[config.mk]
export PLATFORM = sky130hd
export DESIGN_NAME = speed_ramp
export DESIGN_NICKNAME = d
export VERILOG_FILES = /design/src/rtl/speed_ramp.sv
export SDC_FILE = /design/constraint.sdc
export NUM_CORES = 1
export LEC_CHECK = 0
export CAP_MARGIN = 20
export CORE_MARGIN = 5
export CORE_UTILIZATION = 30
export DETAILED_ROUTE_END_ITERATION = 6
export PLACE_DENSITY = 0.45
export SETUP_SLACK_MARGIN = 0.05
export SKIP_LAST_GASP = 1
export SLEW_MARGIN = 15
export SYNTH_ARGS = -nofsm -noshare
export SYNTH_HDL_FRONTEND = slang
export SYNTH_SLANG_ARGS = --single-unit
export TNS_END_PERCENT = 50
[constraint.sdc]
create_clock -name clk -period 7.05 [get_ports clk]
set_clock_uncertainty 0.05 [all_clocks]
set_input_delay 1.41 -clock clk [delete_from_list [all_inputs] [get_ports clk]]
set_output_delay 1.41 -clock clk [all_outputs]
set_load 0.01 [all_outputs]
[src/rtl/speed_ramp.sv]
// speed_ramp: acceleration-limited left/right speed setpoint generator.
// Targets arrive over valid/ready, are clamped to +/-vmax, and the registered
// setpoints slew toward them by at most accel counts per ramp tick. Dropping
// en brakes both channels to zero and refuses new commands until they stop.
module speed_ramp #(
  parameter int clk_freq  = 48000000,
  parameter int ramp_freq = 1000,
  parameter int speed_res = 16,
  parameter int accel     = 8,
  parameter int vmax      = 16000
) (
  input  logic                 clk,
  input  logic                 rst,
  input  logic                 clr,
  input  logic                 en,
  input  logic [speed_res-1:0] tgtL_i,
  input  logic [speed_res-1:0] tgtR_i,
  input  logic                 tgt_valid_i,
  output logic                 tgt_ready_o,
  output logic [speed_res-1:0] speedL_o,
  output logic [speed_res-1:0] speedR_o,
  output logic                 busy_o,
  output logic                 tick_o
);

  localparam int unsigned div = clk_freq / ramp_freq;
  localparam int          cw  = $clog2(div);
  localparam logic [cw-1:0] term = cw'(div - 1);

  localparam logic signed [speed_res-1:0] vpos    = speed_res'(vmax);
  localparam logic signed [speed_res-1:0] vneg    = speed_res'(-vmax);
  localparam logic signed [speed_res-1:0] step_sz = speed_res'(accel);
  localparam logic signed [speed_res:0]   lim_p   = (speed_res+1)'(accel);
  localparam logic signed [speed_res:0]   lim_n   = (speed_res+1)'(-accel);

  typedef enum logic [1:0] {IDLE, RAMP, BRAKE} state_t;

  state_t               state, state_n;
  logic [cw-1:0]        cnt;
  logic [speed_res-1:0] tgt_l, tgt_r;
  logic [speed_res-1:0] step_l, step_r;
  logic [speed_res-1:0] clamp_l, clamp_r;
  logic                 accept;

  // Limit a signed target to [-vmax, +vmax].
  function automatic logic [speed_res-1:0] clamp(input logic [speed_res-1:0] v);
    logic signed [speed_res-1:0] s;
    s = $signed(v);
    if (s > vpos) return vpos;
    if (s < vneg) return vneg;
    return v;
  endfunction

  // One ramp step of cur toward tgt; difference taken one bit wider so it never wraps.
  function automatic logic [speed_res-1:0] step_to(input logic [speed_res-1:0] cur,
                                                   input logic [speed_res-1:0] tgt);
    logic signed [speed_res:0] diff;
    diff = $signed({tgt[speed_res-1], tgt}) - $signed({cur[speed_res-1], cur});
    if (diff <= lim_p && diff >= lim_n) return tgt;
    if (!diff[speed_res]) return cur + step_sz;
    return cur - step_sz;
  endfunction

  assign tick_o      = (cnt == term);
  assign busy_o      = (state != IDLE);
  assign tgt_ready_o = en && (state != BRAKE);

  // Candidate step values, clamped inputs and handshake acceptance.
  always_comb begin
    step_l  = step_to(speedL_o, tgt_l);
    step_r  = step_to(speedR_o, tgt_r);
    clamp_l = clamp(tgtL_i);
    clamp_r = clamp(tgtR_i);
    accept  = tgt_valid_i && tgt_ready_o;
  end

  // Free-running ramp divider, wraps at the terminal count.
  always_ff @(posedge clk or posedge rst) begin
    if (rst) begin
      cnt <= '0;
    end else if (clr || cnt == term) begin
      cnt <= '0;
    end else begin
      cnt <= cnt + 1'b1;
    end
  end

  // State register.
  always_ff @(posedge clk or posedge rst) begin
    if (rst) begin
      state <= IDLE;
    end else if (clr) begin
      state <= IDLE;
    end else begin
      state <= state_n;
    end
  end

  // Next-state logic.
  always_comb begin
    state_n = state;
    case (state)
      IDLE: begin
        if (!en && (speedL_o != '0 || speedR_o != '0)) begin
          state_n = BRAKE;
        end else if (accept && (clamp_l != speedL_o || clamp_r != speedR_o)) begin
          state_n = RAMP;
        end
      end
      RAMP: begin
        // A pair accepted on the arrival tick keeps RAMP; the next tick settles it.
        if (!en) begin
          state_n = BRAKE;
        end else if (tick_o && step_l == tgt_l && step_r == tgt_r && !accept) begin
          state_n = IDLE;
        end
      end
      BRAKE: begin
        if (tick_o && step_l == '0 && step_r == '0) begin
          state_n = IDLE;
        end
      end
      default: state_n = IDLE;
    endcase
  end

  // Setpoints step on ticks with the currently latched targets; targets latch on accept
  // and are zeroed when braking starts.
  always_ff @(posedge clk or posedge rst) begin
    if (rst) begin
      speedL_o <= '0;
      speedR_o <= '0;
      tgt_l    <= '0;
      tgt_r    <= '0;
    end else if (clr) begin
      speedL_o <= '0;
      speedR_o <= '0;
      tgt_l    <= '0;
      tgt_r    <= '0;
    end else begin
      if (tick_o) begin
        speedL_o <= step_l;
        speedR_o <= step_r;
      end
      if (state_n == BRAKE && state != BRAKE) begin
        tgt_l <= '0;
        tgt_r <= '0;
      end else if (accept) begin
        tgt_l <= clamp_l;
        tgt_r <= clamp_r;
      end
    end
  end

endmodule

==> impl_metrics.csv <==
group,metric,value,unit
job,cap_violations,0,
route,drt-initial-drc-count,605,
sta,max-slew-margin-rel,0.332,
sta,finalCriticalPeriod,6000,ps
setup_path,start_kind,"flop",
synthesis,syn_avg_cell_area,7.67,um2
synthesis,synth_mux_area_frac,0.0257,
sta,timing.fmax,0.167,GHz
placed_design,dp_hpwl,25900,um
min_path,hp-class,"flop to flop",
setup_path,arrival,6170,ps
route,antenna_left,0,
placed_design,place.gp.congestion,0.892,
synthesis,synthTopCellsByArea,"dfrtp_1 (23%), ha_1 (7.3%), a21oi_1 (5.6%)",
synthesis,synthXorXnorAreaFrac,0.110,
sta,rsz0062_at_grt,"no",
route,dr.pass1.iters,5,
synthesis,synth.top_cell.area_share,0.229,
global_routing,grt_max_degree,64,
pwr,ir_worst_vdd,121,uV
synthesis,synth.distinct_cells,82,
floorplan,die_h,183,um
cts,hold_buffers,0,
sta,final_max_slew_viol_count,0,
pwr,power.density,188,mW/mm2
synthesis,synthAdderAreaFrac,0.0739,
pwr,p_leak,4.14,nW
global_routing,grt_pass1_wl,52500,um
route,route.vias.total,9020,
cts,clk_pin_slew,70,ps
global_routing,antenna_found_initial,0,
synthesis,synthTopCellsByCount,"nor2_1 (118), a21oi_1 (100), nand2_1 (83)",
final_layout,drive_gt1_frac,0.0438,
final_layout,antennaDiodeCount,0,
synthesis,synth-main-ff-cell,"dfrtp_1",
cts,numCtsBuffers,9,
global_routing,gr-total-overflow,0,
setup_path,cp_max_fo,18,
floorplan,fp.dieW,183,um
synthesis,synth-warning-count,0,
final_layout,finish.utilization,0.348,
final_layout,nets,1293,
sta,finalSetupViolCount,0,
synthesis,synth_top_area_cell,"dfrtp_1",
status,status,"complete, no violations",
cts,clk_latency,360,ps
synthesis,async_flop_share,1.00,
cts,post_cts_resized,0,
synthesis,synth_edf_count,0,
floorplan,core.rowCount,63,
floorplan,start_util,0.303,
global_routing,grt_pass1_vias,8850,
synthesis,synth_compound_area_frac,0.242,
synthesis,syn_nets,1256,
setup_path,worstSetupPathType,"flop to flop",
placed_design,portBuffers,71,
synthesis,synth_top_family_by_area,"simple AND/OR/NAND/NOR gates",
cts,cts_sinks,82,
synthesis,syn_area,0.00895,mm2
floorplan,die_area,0.0334,mm2
setup_path,rrSetupSlack,1050,ps
cts,cts_setup_buffers,0,
setup_path,cp.required,7220,ps
setup_path,endpoint_kind,"flop",
synthesis,ys_ff_latch,82,
sta,hold_violations,0,
synthesis,synth_most_common_cell,"nor2_1",
cts,htree_levels,3,
cts,clockBufferDepth,2,
synthesis,syn_inst,1167,
final_layout,area_growth,15.0,%
sta,finalCritPeriodShare,0.851,
route,wl,33900,um
route,viasPerCell,5.64,
floorplan,io_pins,72,
route,drc,0,
cts,cts_tree,"done",
route,wl_per_cell,21.2,um
synthesis,synth.yosys.seq_area_share,0.229,
floorplan,core,0.0296,mm2
global_routing,track_usage,0.199,
cts,cts-root-buf,"clkbuf_16",
sta,tns,0,ps
synthesis,synthSimpleGateAreaFrac,0.265,
sta,tightest_slew,1000,ps
[kinds of logic (layout without fill, tap and decap cells)]
kind of cell | count (synthesis) | count (layout)
compound gates | 315 | 315
xor+xnor | 96 | 96
fa+ha+maj | 53 | 53
buf+inv | 122 | 164
flops | 82 | 82
mux | 23 | 23
simple gates | 476 | 476
[critical path, stage by stage, from the launching register on]
cell and delay, ps:
dfrtp_1 630, inv_1 240, ha_1 300, a211o_1 280, a211o_1 340, a21o_1 200, o31a_1 490, inv_6 230
ha_1 300, a21oi_1 260, o21ai_0 200, and4_1 270, o311a_1 360, a211oi_1 570, xnor2_1 120, or3_1 360
nor4_1 330, nor3_1 110, a31oi_1 150, nand2_1 70
[final cells by class]
cell class                      count  area [um2]
Tap cell                          390         488
Clock buffer                       11         253
Multi-Input combinational cell    963        6420
Sequential cell                    82        2050
Timing Repair Buffer               81         786
Fill cell                        3154       19300
Inverter                           67         258
Clock inverter                      5        37.5
[layer usage]
layer,GRT usage,up-vias,wire [um],part of all wire
met5,0,-,0,0
met2,0.348,192,16600,0.49
li1,-,4364,-,-
met3,0.0212,47,1190,0.035
met4,0.0618,0,909,0.027
met1,0.259,4417,15200,0.45
[through the flow]
step	area, um2	power [mW]	std cells	setup WS, ps	hold slack [ps]
finish	10300	1.94	1599	1050	483
global route	10300	2.06	1599	414	523
CTS	10300	1.95	1599	1030	487
detailed placement	10000	1.46	1583	1050	473
global placement	10000	1.46	1583	1080	459
floorplan	8950	1.22	1167	2020	419
[cell usage in the layout (no fill, tap or decap), types with 9 or more instances in the layout]
cell,instances
ha_1,52
mux2i_1,23
buf_4,10
nor2_1,117
clkdlybuf4s50_1,71
nand2_1,83
nand3_1,58
nor2b_1,17
o21a_1,13
and3_1,24
clkbuf_16,9
o211ai_1,13
a21oi_1,100
dfrtp_1,82
xor2_1,37
a211oi_1,24
o21ai_0,41
nor3_1,71
a21o_1,14
nor4_1,23
nand4_1,15
nand2b_1,19
xnor2_1,49
a31oi_1,10
inv_1,64
[state kept, by name, summed over array words and instances, names as in the netlist]
| name | cells |
|---|---|
| state | 2 |
| tgt_r | 16 |
| tgt_l | 16 |
| speedR_o | 16 |
| speedL_o | 16 |
| cnt | 16 |
[where the power goes]
group / internal, mW / total [mW] / switching (mW)
combinational: 0.390 / 0.947 / 0.556
clock: 0.260 / 0.483 / 0.223
sequential: 0.484 / 0.510 / 0.0265
[worst paths after layout]
kind	cells after the start	start	end
max reg2reg	19	speedL_o[8]	state[0]
max in group asynchronous	3	rst	tgt_l[1]
min in group asynchronous	2	rst	cnt[2]
min reg2reg	1	cnt[0]	cnt[0]
min	1	cnt[0]	cnt[0]
max	19	speedL_o[8]	state[0]
(Power assumes the default switching activity.)
